## src/rtl/uart_rx_fifo_pkg.sv

```systemverilog
// Shared UART constants: data width, default RX FIFO depth,
// and ASCII codes used across the UART path.
package uart_rx_fifo_pkg;

  localparam int DATA_BITS         = 8;
  localparam int RX_FIFO_ADDR_BITS = 2;

  localparam logic [7:0] ASCII_CR    = 8'd13;
  localparam logic [7:0] ASCII_PLUS  = 8'd43;
  localparam logic [7:0] ASCII_MINUS = 8'd45;

endpackage

```

## src/rtl/uart_rx_fifo_ctrl.sv

```systemverilog
// RX FIFO control: read/write pointers, next-pointer logic
// and the registered EMPTY/FULL flags.
module uart_rx_fifo_ctrl
  import uart_rx_fifo_pkg::*;
#(
  parameter int W = RX_FIFO_ADDR_BITS
) (
  input  logic         clk_i,
  input  logic         rst_ni,
  input  logic         wr_i,
  input  logic         rd_i,
  output logic         we_o,
  output logic [W-1:0] wr_ptr_o,
  output logic [W-1:0] rd_ptr_o,
  output logic         empty_o,
  output logic         full_o
);

  logic [W-1:0] wr_ptr_q, wr_ptr_d;
  logic [W-1:0] rd_ptr_q, rd_ptr_d;
  logic [W-1:0] wr_nxt, rd_nxt;
  logic         empty_q, empty_d;
  logic         full_q, full_d;
  logic         we, re;

  assign wr_nxt = wr_ptr_q + W'(1);
  assign rd_nxt = rd_ptr_q + W'(1);

  // When full, a same-cycle pop frees the slot the write lands in.
  assign we = wr_i & (~full_q | rd_i);
  assign re = rd_i & ~empty_q;

  always_comb begin
    wr_ptr_d = wr_ptr_q;
    rd_ptr_d = rd_ptr_q;
    empty_d  = empty_q;
    full_d   = full_q;
    unique case ({we, re})
      2'b11: begin
        wr_ptr_d = wr_nxt;
        rd_ptr_d = rd_nxt;
      end
      2'b10: begin
        wr_ptr_d = wr_nxt;
        empty_d  = 1'b0;
        full_d   = (wr_nxt == rd_ptr_q);
      end
      2'b01: begin
        rd_ptr_d = rd_nxt;
        full_d   = 1'b0;
        empty_d  = (rd_nxt == wr_ptr_q);
      end
      default: ;
    endcase
  end

  always_ff @(posedge clk_i or negedge rst_ni) begin
    if (!rst_ni) begin
      wr_ptr_q <= '0;
      rd_ptr_q <= '0;
      empty_q  <= 1'b1;
      full_q   <= 1'b0;
    end else begin
      wr_ptr_q <= wr_ptr_d;
      rd_ptr_q <= rd_ptr_d;
      empty_q  <= empty_d;
      full_q   <= full_d;
    end
  end

  assign we_o     = we;
  assign wr_ptr_o = wr_ptr_q;
  assign rd_ptr_o = rd_ptr_q;
  assign empty_o  = empty_q;
  assign full_o   = full_q;

endmodule

```

## src/rtl/uart_rx_fifo.sv

```systemverilog
// UART receive FIFO, first-word-fall-through read port.
// Define RX_FIFO_OVF_EN to add a sticky OVERFLOW output.
module uart_rx_fifo
  import uart_rx_fifo_pkg::*;
#(
  parameter int B = DATA_BITS,
  parameter int W = RX_FIFO_ADDR_BITS
) (
  input  logic         CLK,
  input  logic         RESET,
  input  logic         WR,
  input  logic [B-1:0] W_DATA,
  input  logic         RD,
  output logic [B-1:0] R_DATA,
  output logic         EMPTY,
  output logic         FULL
`ifdef RX_FIFO_OVF_EN
  ,
  output logic         OVERFLOW
`endif
);

  logic [B-1:0] mem_q [2**W];
  logic [W-1:0] wr_ptr, rd_ptr;
  logic         we;

  uart_rx_fifo_ctrl #(.W(W)) u_ctrl (
    .clk_i   (CLK),
    .rst_ni  (RESET),
    .wr_i    (WR),
    .rd_i    (RD),
    .we_o    (we),
    .wr_ptr_o(wr_ptr),
    .rd_ptr_o(rd_ptr),
    .empty_o (EMPTY),
    .full_o  (FULL)
  );

  always_ff @(posedge CLK) begin
    if (we) mem_q[wr_ptr] <= W_DATA;
  end

  assign R_DATA = mem_q[rd_ptr];

`ifdef RX_FIFO_OVF_EN
  logic ovf_q, ovf_d;

  assign ovf_d = ovf_q | (WR & FULL & ~RD);

  always_ff @(posedge CLK or negedge RESET) begin
    if (!RESET) ovf_q <= 1'b0;
    else        ovf_q <= ovf_d;
  end

  assign OVERFLOW = ovf_q;
`endif

endmodule

```

## config.mk

```make
export PLATFORM = sky130hd
export DESIGN_NAME = uart_rx_fifo
export DESIGN_NICKNAME = d
export VERILOG_FILES = /design/src/rtl/uart_rx_fifo_pkg.sv /design/src/rtl/uart_rx_fifo_ctrl.sv /design/src/rtl/uart_rx_fifo.sv
export SDC_FILE = /design/constraint.sdc
export NUM_CORES = 1
export LEC_CHECK = 0
export ABC_AREA = 0
export BUFFER_PORTS_ARGS = -buffer_cell sky130_fd_sc_hd__buf_4
export CAP_MARGIN = 20
export CORE_MARGIN = 4
export CORE_UTILIZATION = 55
export DETAILED_ROUTE_END_ITERATION = 8
export PLACE_DENSITY_LB_ADDON = 0.08
export SLEW_MARGIN = 25
export SYNTH_ARGS = -nofsm -noshare
export SYNTH_HDL_FRONTEND = slang
export SYNTH_SLANG_ARGS = --single-unit
```

## constraint.sdc

```tcl
create_clock -name CLK -period 1.8 [get_ports CLK]
set_clock_uncertainty 0.2 [all_clocks]
set_input_delay 0.09 -clock CLK [delete_from_list [all_inputs] [get_ports CLK]]
set_output_delay 0.09 -clock CLK [all_outputs]
set_load 0.005 [all_outputs]
```

# == After elaboration in Yosys (flattened, before gate mapping) ==
# Memories as Yosys holds them, arrays and structs flattened.
# Cells that the tools add are included.
# word_totals
register_bits,6
ram_bits,32
input_bits,12
output_inout_bits,10
word_cells,24
mem_count,1
# op_classes
n_addsub,2
n_eq_ne,5
n_mux,4
bitwise,5
n_reduce_logical,3
# memory_table
name,depth,word_bits,rd,rd_ports_with_merged_regs,wr,line_no,source
mem_q,4,8,1,0,1,uart_rx_fifo.sv:23,logic [B-1:0] mem_q [2**W];
# ops
operator,n
$add A2 B1 Y2 const B,2
$eq A2 B2 Y1,2
$eq A2 B2 Y1 const B,2
$pmux W1 S2,2
$reduce_or A2 Y1,2
$and A1 B1 Y1,2
$eq A2 B1 Y1 const B,1
$mux W1,2
$not A1 Y1,2
$reduce_bool A2 Y1,1
$or A1 B1 Y1,1

# == Logic depth before layout (Yosys ltp) ==
# logic_depth
word_depth,5
depth_mapped,5
depth_no_buf,5

# == Hierarchy ==
# From an unflattened synthesis, not the netlist that was laid out.
# unflattened
hier_cells,73
area_unflattened_um2,1498.9
# modules_own_cells
mod,n_inst,cells_per_inst,area_per_inst_um2,seq_area_each_um2
uart_rx_fifo,1,46,1188.6,960.9
uart_rx_fifo_ctrl,1,27,310.3,151.4

# == Worst setup path after synthesis ==
# No wires, ideal clock.
# synth_path
kind,register to register
start,"reg u_ctrl.wr_ptr_q[0], in the netlist u_ctrl.wr_ptr_o[0]"
end,"reg u_ctrl.full_q, in the netlist u_ctrl.full_o"
arrival_ps,1260
path_slack_ps,254
path_stages_with_launch,6
path_buffers,0
synth_period_minus_slack_ps,1546
path_cell_list,dfrtp_1 inv_1 ha_1 xnor2_1 a21oi_1 nor3_1
# synth_between
elab_chain_len,3
# synth_rtl
element,line_no,source
from (decl),uart_rx_fifo_ctrl.sv:19,"logic [W-1:0] wr_ptr_q, wr_ptr_d;"
from (signal assigned),uart_rx_fifo_ctrl.sv:64,wr_ptr_q <= wr_ptr_d;
$add A2 B1 Y2,uart_rx_fifo_ctrl.sv:26,assign wr_nxt = wr_ptr_q + W'(1);
via u_ctrl.wr_nxt[0],uart_rx_fifo_ctrl.sv:21,"logic [W-1:0] wr_nxt, rd_nxt;"
$eq A2 B2 Y1,uart_rx_fifo_ctrl.sv:46,full_d = (wr_nxt == rd_ptr_q);
$pmux W1 S2,uart_rx_fifo_ctrl.sv:38,"unique case ({we, re})"
to (signal assigned),uart_rx_fifo_ctrl.sv:67,full_q <= full_d;
to (decl),uart_rx_fifo_ctrl.sv:23,"logic full_q, full_d;"
# The timed path passes the listed nets, and every way through them passes these cells.
# A chain may end at the register's enable or synchronous reset.

# == Final worst setup path ==
# layout_path
start,"reg u_ctrl.rd_ptr_q[0], in the netlist u_ctrl.rd_ptr_o[0]"
end,out R_DATA[6]
# layout_between
elab_chain_len,1
# layout_rtl
element,line_no,source
from (decl),uart_rx_fifo_ctrl.sv:20,"logic [W-1:0] rd_ptr_q, rd_ptr_d;"
from (signal assigned),uart_rx_fifo_ctrl.sv:65,rd_ptr_q <= rd_ptr_d;
$mem_v2 Z4 W8,-,
to (decl),uart_rx_fifo.sv:14,"output logic [B-1:0] R_DATA,"
# Every way passes these cells.

==> impl_metrics.json <==
{
  "outcome": "finished with violations",
  "violations": "negative setup slack",
  "final_antenna_net_count": 0,
  "cts_tree": "built",
  "crit_buf_inv": 2,
  "max_stage_delay_ps": 520,
  "grt_usage_pct": 17.9,
  "place.port_buffers": 21,
  "fin_ws_ps": -28.8,
  "placed_cells": 142,
  "hold_class": "in2reg",
  "crit_start": "u_ctrl.rd_ptr_o[0]",
  "tns_ps": -46.4,
  "die-area_um2": 3790,
  "drive_gt1_share_pct": 38.3,
  "crit_chain": "buf_6, mux4_2, buf_6",
  "cts_sinks": 38,
  "slew_viol_final": 0,
  "grt_pass1_wl_um": 4570,
  "synth_most_common_cell": "edfxtp_1",
  "synth_commonest_cells": "32 x edfxtp_1, 8 x mux4_1, 5 x dfrtp_1",
  "cp-end-kind": "output port",
  "clock_latency_ps": 340,
  "drc": 0,
  "crit_arrival_ps": 1540,
  "n_antenna_cell": 0,
  "ctsLongestPathBuffers": 2,
  "synth_xor_area_share_pct": 3.81,
  "synth_top_cell_by_area": "edfxtp_1",
  "grt_pass1_vias": 913,
  "syn_to_final_growth_pct": 29.7,
  "synth_area_um2": 1580,
  "setup_violations": 4,
  "dominantRegCellSynth": "edfxtp_1",
  "cts-buffers-inserted": 5,
  "pre_cts_slack_ps": 210,
  "cp-start-kind": "flip-flop",
  "p_per_area_nw_per_um2": 1480,
  "synthSimpleGateAreaFrac_pct": 4.92,
  "ioPinCount": 22,
  "synthArstFlopShare_pct": 15.8,
  "stdcell_count": 164,
  "worstMarginPinSlew_ps": 262,
  "num_rows": 19,
  "viasPerCell": 5.37,
  "final_hold_viol_count": 0,
  "clockRootBuffer": "clkbuf_4",
  "critPathMaxFanout": 5,
  "syn_area_per_cell_um2": 19.7,
  "yosysWarnings": 0,
  "cp_top_family": "multiplexers",
  "leakagePower_nw": 0.795,
  "slowest_stage": "mux4_2",
  "ir_drop_v": 0.00126,
  "gp_congestion": 0.737,
  "place_area_um2": 1850,
  "rrSetupSlack_ps": 190,
  "maxCapViolations": 0,
  "synthCells": 80,
  "synth_fa_ha_area_share_pct": 3.17,
  "synthTopCellsByArea": "edfxtp_1 61%, mux4_1 13%, dfrtp_1 7.9%",
  "die_y_um": 61.6,
  "coreArea_um2": 2760,
  "relSlewSlack_pct": 82.4,
  "synth_compound_area_share_pct": 1.90,
  "antenna_found_initial": 0,
  "chipWidth_um": 61.6,
  "fin_util_pct": 74.2,
  "synth_top_area_share_pct": 60.9,
  "post_drt_wl_per_cell_um": 17.1,
  "rsz0062_at_grt": "true",
  "fmaxAchievable_mhz": 547,
  "dp_hpwl_um": 1830,
  "fin_crit_ps": 1830,
  "htreeDepth": 2,
  "totalWireLength_um": 2800,
  "hold_start": "W_DATA[3]",
  "muxShareOfSynthArea_pct": 14.0,
  "start_util_pct": 57.2,
  "path_class": "reg2out",
  "holdWs_ps": 296,
  "fin_nets": 148,
  "synth_cell_type_count": 23,
  "grt_max_degree": 13,
  "finalCritPeriodShare_pct": 102,
  "synth_top_family_by_area": "multiplexers",
  "path_clk_slew_ps": 110,
  "initialDrtViolationCount": 41,
  "vias": 881,
  "drt-pass1-iter-count": 4,
  "r2r_start": "u_ctrl.wr_ptr_o[1]",
  "cp.required_ps": 1510,
  "ys_seq_area_share_pct": 70.5,
  "gr-total-overflow": 0,
  "ys_ff_latch": 38,
  "power_mw": 3.03,
  "synth_nets": 96,
  "synth_edf_count": 32,
  "crit_top_cell": "buf_6",
  "fin_area_um2": 2050
}
worst paths after layout:
kind | end | cells after the start
worst max-delay path | R_DATA[6] | 3
worst min-delay path | mem_q[3][3] | 2
worst max register to register | u_ctrl.full_o | 5
worst min register to register | u_ctrl.empty_o | 2
max in group asynchronous | u_ctrl.wr_ptr_o[1] | 4
min in group asynchronous | u_ctrl.empty_o | 3
repair_timing:
action	CTS	global route
buffers inserted	1	0
endpoints found under the setup margin	8	8
endpoints found under the hold margin	44	0
hold buffers	13	0
resized for setup	17	1
power breakdown:
part           total (mW)  switching [mW]  leakage (nW)  internal, mW
registers            1.27          0.0847         0.364          1.18
clock network       0.416           0.271        0.0286         0.145
logic                1.34           0.565         0.402         0.777
layer usage:
layer  track usage (%)  share of wire, %  vias to the layer above  wire length, µm
li1                  -                 -                      417                -
met1              23.6                45                      434             1250
met2              27.7                48                       25             1340
met3              5.87               5.2                        5              146
met4              7.27               1.9                        0               52
met5                 0                 0                        -                0
layout make-up:
class	count	area, µm²
Timing Repair Buffer	47	423
Clock inverter	3	16.3
Clock buffer	5	37.5
Inverter	3	11.3
Sequential cell	38	1110
Multi-Input combinational cell	37	408
Tap cell	31	38.8
Fill cell	176	711
state kept, by name, indices dropped and copies added (netlist names):
signal	count
mem_q	32
u_ctrl.empty_o	1
u_ctrl.full_o	1
u_ctrl.wr_ptr_o	2
u_ctrl.rd_ptr_o	2
kinds of logic after synthesis:
family | count (synthesis)
simple gates | 13
flops | 38
buf+inv | 5
fa+ha+maj | 4
compound gates | 5
mux | 9
xor+xnor | 6
placed cells by master (no fill, tap or decap):
cell type       n
edfxtp_1       32
buf_4          24
dlygate4sd3_1  13
buf_6          10
mux4_2          8
clkbuf_4        5
dfrtp_1         5
and3_1          4
xnor2_1         4
ha_1            4
inv_1           3
nand3_1         3
nand2b_1        2
a21oi_1         2
and2_1          1
xor2_2          1
a31oi_1         1
nor3_1          1
and2b_1         1
nor2b_1         1
xor2_1          1
mux2i_1         1
o32ai_1         1
o21ai_0         1
clkinv_1        1
clkinvlp_4      1
clkinv_2        1
dfstp_2         1
(Power assumes the default switching activity.)
